## config.mk

```make
export PLATFORM = sky130hd
export DESIGN_NAME = axis_packet_gen
export DESIGN_NICKNAME = d
export VERILOG_FILES = /design/src/rtl/axis_noc_pkg.sv /design/src/rtl/axis_packet_gen.sv
export SDC_FILE = /design/constraint.sdc
export NUM_CORES = 1
export LEC_CHECK = 0
export CAP_MARGIN = 5
export CORE_UTILIZATION = 52
export DETAILED_ROUTE_END_ITERATION = 12
export HOLD_SLACK_MARGIN = 0.03
export PLACE_DENSITY = 0.87
export SKIP_CTS_REPAIR_TIMING = 1
export SLEW_MARGIN = 20
export SYNTH_ARGS = -nofsm -noshare
export SYNTH_HDL_FRONTEND = slang
export SYNTH_SLANG_ARGS = --single-unit
```

## constraint.sdc

```tcl
create_clock -name clk_usr -period 3.1 [get_ports clk_usr]
set_input_delay 0.465 -clock clk_usr [delete_from_list [all_inputs] [get_ports clk_usr]]
set_output_delay 0.465 -clock clk_usr [all_outputs]
set_load 0.02 [all_outputs]
```

## src/rtl/axis_noc_pkg.sv

```systemverilog
// Shared NoC stream definitions: header field offsets, packet FSM states and
// the payload pattern used by both the packet generator and the sink/checker.
package axis_noc_pkg;

  localparam int SEQ_LSB  = 0;
  localparam int LEN_LSB  = 8;
  localparam int SEED_LSB = 16;

  typedef enum logic {
    IDLE = 1'b0,
    SEND = 1'b1
  } pkt_state_e;

  // Payload flit k: low half is seed+k, high half its bitwise complement.
  function automatic logic [31:0] payload_word(input logic [15:0] seed,
                                               input logic [15:0] k);
    logic [15:0] s;
    s = seed + k;
    return {~s, s};
  endfunction

  function automatic logic [31:0] header_word(input logic [7:0]  seq,
                                              input logic [7:0]  len,
                                              input logic [15:0] seed);
    logic [31:0] w;
    w = '0;
    w[SEQ_LSB  +: 8]  = seq;
    w[LEN_LSB  +: 8]  = len;
    w[SEED_LSB +: 16] = seed;
    return w;
  endfunction

endpackage

```

## src/rtl/axis_packet_gen.sv

```systemverilog
// AXI-Stream packet source: one header flit plus payload flits per command.
// Optional stall counter output enabled by AXIS_PKT_GEN_STALL_STATS_EN.
module axis_packet_gen
  import axis_noc_pkg::*;
#(
  parameter int TDATA_WIDTH = 32,
  parameter int TID_WIDTH   = 2,
  parameter int TDEST_WIDTH = 4,
  parameter int LEN_WIDTH   = 8
) (
  input  logic                   clk_usr,
  input  logic                   rst,
  input  logic                   cmd_valid,
  output logic                   cmd_ready,
  input  logic [TDEST_WIDTH-1:0] cmd_dest,
  input  logic [TID_WIDTH-1:0]   cmd_tid,
  input  logic [LEN_WIDTH-1:0]   cmd_len,
  input  logic [15:0]            cmd_seed,
  output logic                   axis_out_tvalid,
  input  logic                   axis_out_tready,
  output logic [TDATA_WIDTH-1:0] axis_out_tdata,
  output logic                   axis_out_tlast,
  output logic [TID_WIDTH-1:0]   axis_out_tid,
  output logic [TDEST_WIDTH-1:0] axis_out_tdest,
  output logic [15:0]            pkt_count,
  output logic                   busy
`ifdef AXIS_PKT_GEN_STALL_STATS_EN
  ,
  output logic [31:0]            stall_count
`endif
);

  localparam logic [LEN_WIDTH-1:0] LEN_ONE = {{(LEN_WIDTH-1){1'b0}}, 1'b1};

  pkt_state_e             state_q, state_d;
  logic [LEN_WIDTH-1:0]   k_q, k_d;
  logic [LEN_WIDTH-1:0]   eff_len_q, eff_len_d;
  logic [15:0]            seed_q, seed_d;
  logic [7:0]             seq_q, seq_d;
  logic                   tvalid_q, tvalid_d;
  logic                   tlast_q, tlast_d;
  logic [TDATA_WIDTH-1:0] tdata_q, tdata_d;
  logic [TID_WIDTH-1:0]   tid_q, tid_d;
  logic [TDEST_WIDTH-1:0] tdest_q, tdest_d;
  logic [15:0]            pkt_count_q, pkt_count_d;

  logic                   out_fire;
  logic [LEN_WIDTH-1:0]   cmd_eff_len;
  logic [LEN_WIDTH-1:0]   k_next;

  assign out_fire    = tvalid_q & axis_out_tready;
  assign cmd_eff_len = (cmd_len == '0) ? LEN_ONE : cmd_len;
  assign k_next      = k_q + LEN_ONE;

  always_ff @(posedge clk_usr) begin
    if (rst) begin
      state_q     <= IDLE;
      k_q         <= '0;
      eff_len_q   <= '0;
      seed_q      <= '0;
      seq_q       <= '0;
      tvalid_q    <= 1'b0;
      tlast_q     <= 1'b0;
      tdata_q     <= '0;
      tid_q       <= '0;
      tdest_q     <= '0;
      pkt_count_q <= '0;
    end else begin
      state_q     <= state_d;
      k_q         <= k_d;
      eff_len_q   <= eff_len_d;
      seed_q      <= seed_d;
      seq_q       <= seq_d;
      tvalid_q    <= tvalid_d;
      tlast_q     <= tlast_d;
      tdata_q     <= tdata_d;
      tid_q       <= tid_d;
      tdest_q     <= tdest_d;
      pkt_count_q <= pkt_count_d;
    end
  end

  always_comb begin
    state_d = state_q;
    case (state_q)
      IDLE:    if (cmd_valid) state_d = SEND;
      SEND:    if (out_fire && tlast_q) state_d = IDLE;
      default: state_d = IDLE;
    endcase
  end

  // Next contents of the registered output stage; tvalid never looks at tready combinationally.
  always_comb begin
    k_d         = k_q;
    eff_len_d   = eff_len_q;
    seed_d      = seed_q;
    seq_d       = seq_q;
    tvalid_d    = tvalid_q;
    tlast_d     = tlast_q;
    tdata_d     = tdata_q;
    tid_d       = tid_q;
    tdest_d     = tdest_q;
    pkt_count_d = pkt_count_q;
    case (state_q)
      IDLE: begin
        if (cmd_valid) begin
          eff_len_d = cmd_eff_len;
          seed_d    = cmd_seed;
          tid_d     = cmd_tid;
          tdest_d   = cmd_dest;
          k_d       = '0;
          tvalid_d  = 1'b1;
          tdata_d   = TDATA_WIDTH'(header_word(seq_q, 8'(cmd_eff_len), cmd_seed));
          tlast_d   = (cmd_eff_len == LEN_ONE);
        end
      end
      SEND: begin
        if (out_fire) begin
          if (tlast_q) begin
            tvalid_d    = 1'b0;
            tlast_d     = 1'b0;
            k_d         = '0;
            seq_d       = seq_q + 8'd1;
            pkt_count_d = pkt_count_q + 16'd1;
          end else begin
            k_d     = k_next;
            tdata_d = TDATA_WIDTH'(payload_word(seed_q, 16'(k_next)));
            tlast_d = (k_next == eff_len_q - LEN_ONE);
          end
        end
      end
      default: begin
        tvalid_d = 1'b0;
      end
    endcase
  end

`ifdef AXIS_PKT_GEN_STALL_STATS_EN
  logic [31:0] stall_count_q, stall_count_d;

  function automatic logic [31:0] sat_inc32(input logic [31:0] v);
    return (v == '1) ? v : v + 32'd1;
  endfunction

  always_comb begin
    stall_count_d = stall_count_q;
    if (tvalid_q && !axis_out_tready) stall_count_d = sat_inc32(stall_count_q);
  end

  always_ff @(posedge clk_usr) begin
    if (rst) stall_count_q <= '0;
    else     stall_count_q <= stall_count_d;
  end

  assign stall_count = stall_count_q;
`endif

  assign cmd_ready       = (state_q == IDLE);
  assign busy            = (state_q == SEND);
  assign axis_out_tvalid = tvalid_q;
  assign axis_out_tdata  = tdata_q;
  assign axis_out_tlast  = tlast_q;
  assign axis_out_tid    = tid_q;
  assign axis_out_tdest  = tdest_q;
  assign pkt_count       = pkt_count_q;

endmodule

```

==> impl_metrics.yaml, run 1 <==
synthesis:
  avgSynthCellArea_sq_um: 8.28
  syn_area_sq_um: 4620
  synth_cell_types: 52
  yosys.area.top_type_share_pct: 42.0
  ys_ff_latch: 97
  yosysTopAreaCell: "dfxtp_1"
  synth_common_cells: "103 x nand2_1, 97 x dfxtp_1, 60 x a21oi_1"
  synth_nets: 608
  async_flop_share_pct: 0
  synth-main-ff-cell: "dfxtp_1"
  synth_top_cells_by_area: "dfxtp_1 42%, nand2_1 8.4%, a21oi_1 6.5%"
  yosysMostFrequentCell: "nand2_1"
  ys_seq_area_share_pct: 42.0
  yosysWarnings: 0
  synth_edf_count: 0
  syn_inst: 558
timing:
  skew_ns: 0.0162
  finalMaxSlewViolations: 0
  setup_ws_ns: 0.281
  setup_tns_ns: 0
  period_share_pct: 90.9
  period_minus_slack_ns: 2.82
  worstMarginPinSlew_ns: 0.762
  relSlewSlack_pct: 49.1
  rsz0062_at_grt: "no"
  hold_viol: 0
  finalSetupViolCount: 0
  fmax_mhz: 355
die:
  initial_core_util_pct: 53.2
  die_y_microns: 96.3
  fp-row-count: 34
  die_width_microns: 96.3
  core_sq_um: 8680
  pin_count: 92
  dieArea_sq_um: 9270
detailed_routing:
  wire_per_inst_microns: 15.8
  dr_total_vias: 4350
  drt_wl_total_microns: 11900
  first_pass_iters: 5
  ant_nets: 0
  viasPerCell: 5.76
  drc: 0
  first_iter_violations: 208
pwr:
  p_leak_nw: 2.20
  comb_power_share_pct: 17.4
  p_switching_uw: 758
  p_seq_share_pct: 51.2
  swShare_pct: 28.6
  clkPwrFrac_pct: 31.3
  power.density_nw_per_um2: 455
  vdd_drop_max_uv: 366
  intPower_mw: 1.89
place:
  routabilityCongestion: 0.896
  dpl_worst_slack_ns: 0.221
  port_buffers: 91
  hpwlAfterDp_microns: 8670
finish:
  multi_input_area_sq_um: 2540
  final_nets: 693
  drive_gt1_share_pct: 6.03
  antenna-diode-count: 0
  seqCellArea_sq_um: 1940
  fill_cells: 721
  syn_to_final_growth_pct: 25.9
setup_path:
  rrSetupSlack_ns: 0.28
  crit_family: "compound AO/OA/AOI/OAI gates"
  worstPathCellList: "ha_1, nand3_2, xnor2_2, ha_1, and3_1, a221oi_2, o22ai_1, and3_1, xnor2_1, o21a_1"
  cp.arrival_ns: 3.08
  startpoint_type: "flip-flop"
  worstPathMaxFanout: 7
  path_depth: 10
  path_class: "flip-flop to flip-flop"
  cp.required_ns: 3.36
  end_kind: "flip-flop"
  critPathBufInv: 0
  cp_slowest_cell: "a221oi_2"
  r2r_cells: 10
  critPathMaxStageDelay_ns: 0.43
clock_network:
  clk_latency_ns: 0.37
  clk_pin_slew_ns: 0.10
  cts_buffers: 9
  cts_root_buffer: "clkbuf_8"
  cts.sinks: 97
  clockBufferDepth: 2
  cts_tree: "done"
  htree_levels: 3
worst_hold_path:
  hold_depth: 2
  hp-class: "flip-flop to flip-flop"
global_routing:
  grt_pass1_wl_microns: 18800
  antenna_found_initial: 0
  grt_max_degree: 37
  track_usage_pct: 26.6
  first_global_vias: 3999
  gr-total-overflow: 0
outcome:
  status: "finished clean"
run:
  maxCapViolCount: 0
-- worst min-delay path, delay by kind of cell, from the launching register on --
family / cells / cell delay (ns)
DFF: 1 / 0.32
and+or+nand+nor: 1 / 0.05
AOI/OAI and AO/OA: 1 / 0.05
-- power groups by stage --
stage	sequential (mW)	combinational, mW	clock, mW
3_3_place_gp	1.38	0.451	0
3_5_place_dp	1.38	0.462	0
5_1_grt	1.37	0.498	0.896
6_report	1.36	0.462	0.830
4_1_cts	1.36	0.464	0.842
2_1_floorplan	1.42	0.220	0
-- logic make-up (layout without fill, tap and decap cells) --
group / Yosys count / count (layout) / share of synthesized area, %
AO/OA/AOI/OAI: 121 / 121 / 16.5
multiplexers: 4 / 4 / 0.867
flip-flops: 97 / 97 / 42.0
adder cells (fa/ha/maj): 16 / 16 / 4.50
buffers and inverters: 36 / 125 / 3.09
AND/OR/NAND/NOR: 233 / 233 / 23.1
XOR/XNOR: 51 / 51 / 9.99
-- final timing paths --
| check | from | to |
|---|---|---|
| max | k_q[0]$_SDFFE_PP0P_ | axis_out_tdata[31]$_SDFFE_PP0P_ |
| min | axis_out_tdata[8]$_SDFFE_PP0P_ | axis_out_tdata[8]$_SDFFE_PP0P_ |
| max reg2reg | k_q[0]$_SDFFE_PP0P_ | axis_out_tdata[31]$_SDFFE_PP0P_ |
| min reg2reg | axis_out_tdata[8]$_SDFFE_PP0P_ | axis_out_tdata[8]$_SDFFE_PP0P_ |
-- placed cells by master (no fill, tap or decap), types with 3 or more instances in the layout --
cell type and count:
mux2i_1 4, a22o_1 4, nand3_1 12, nor3_1 13
a22oi_1 4, nor2_1 57, or3_1 3, and4_1 3
a21oi_1 60, nand2_1 103, o21ai_1 5, xnor2_1 26
and3_1 9, ha_1 15, dfxtp_1 96, clkdlybuf4s50_1 90
nand4_1 10, a21o_1 5, xor2_1 23, o211ai_1 7
inv_1 9, clkbuf_8 9, o21a_1 6, buf_4 9
inv_6 3, o21ai_0 5, nor2b_1 5, a211oi_1 9
a311oi_1 3, a32oi_1 3
-- sequential cells by signal, summed over array words and instances, names as in the netlist --
name	flops
axis_out_tdata	32
axis_out_tdest	4
axis_out_tid	2
axis_out_tlast	1
axis_out_tvalid	1
busy	1
eff_len_q	8
k_q	8
pkt_count	16
seed_q	16
seq_q	8
-- final cells by class --
cell class	count	area share (%)
flip-flops and latches	97	33.4
inverters	10	0.645
well taps	108	2.32
repair buffers	100	16.7
multi-input cells	425	43.6
clock inverters	5	1.10
clock buffers	10	2.19
-- routing by layer --
layer  vias to the layer above  wire, microns  global-route usage (%)
met4                         0            323                    11.8
li1                       2094              -                       -
met1                      2055           5020                    32.9
met5                         -              0                       0
met3                        23            826                    4.19
met2                       178           5760                    45.2
-- per-stage QoR --
| step | power (mW) | hold WS (ns) | instances | util, % | cell area (sq um) |
|---|---|---|---|---|---|
| finish | 2.65 | 0.453 | 755 | 67.1 | 5820 |
| global route | 2.76 | 0.476 | 755 | 67.1 | 5820 |
| CTS | 2.66 | 0.457 | 755 | 67.0 | 5820 |
| detailed placement | 1.85 | 0.444 | 740 | 64.8 | 5630 |
| global placement | 1.83 | 0.439 | 740 | 64.8 | 5630 |
| floorplan | 1.64 | 0.440 | 558 | - | 4620 |
(Power assumes the default switching activity.)
==> run 2, diff against run 1 <==
--- a/config.mk
+++ b/config.mk
@@ -11,7 +11,6 @@
 export HOLD_SLACK_MARGIN = 0.03
 export PLACE_DENSITY = 0.87
 export SKIP_CTS_REPAIR_TIMING = 1
-export SLEW_MARGIN = 20
 export SYNTH_ARGS = -nofsm -noshare
 export SYNTH_HDL_FRONTEND = slang
 export SYNTH_SLANG_ARGS = --single-unit
==> results of run 2 <==
The final DEF is identical to that of run 1; final timing and power are the same.
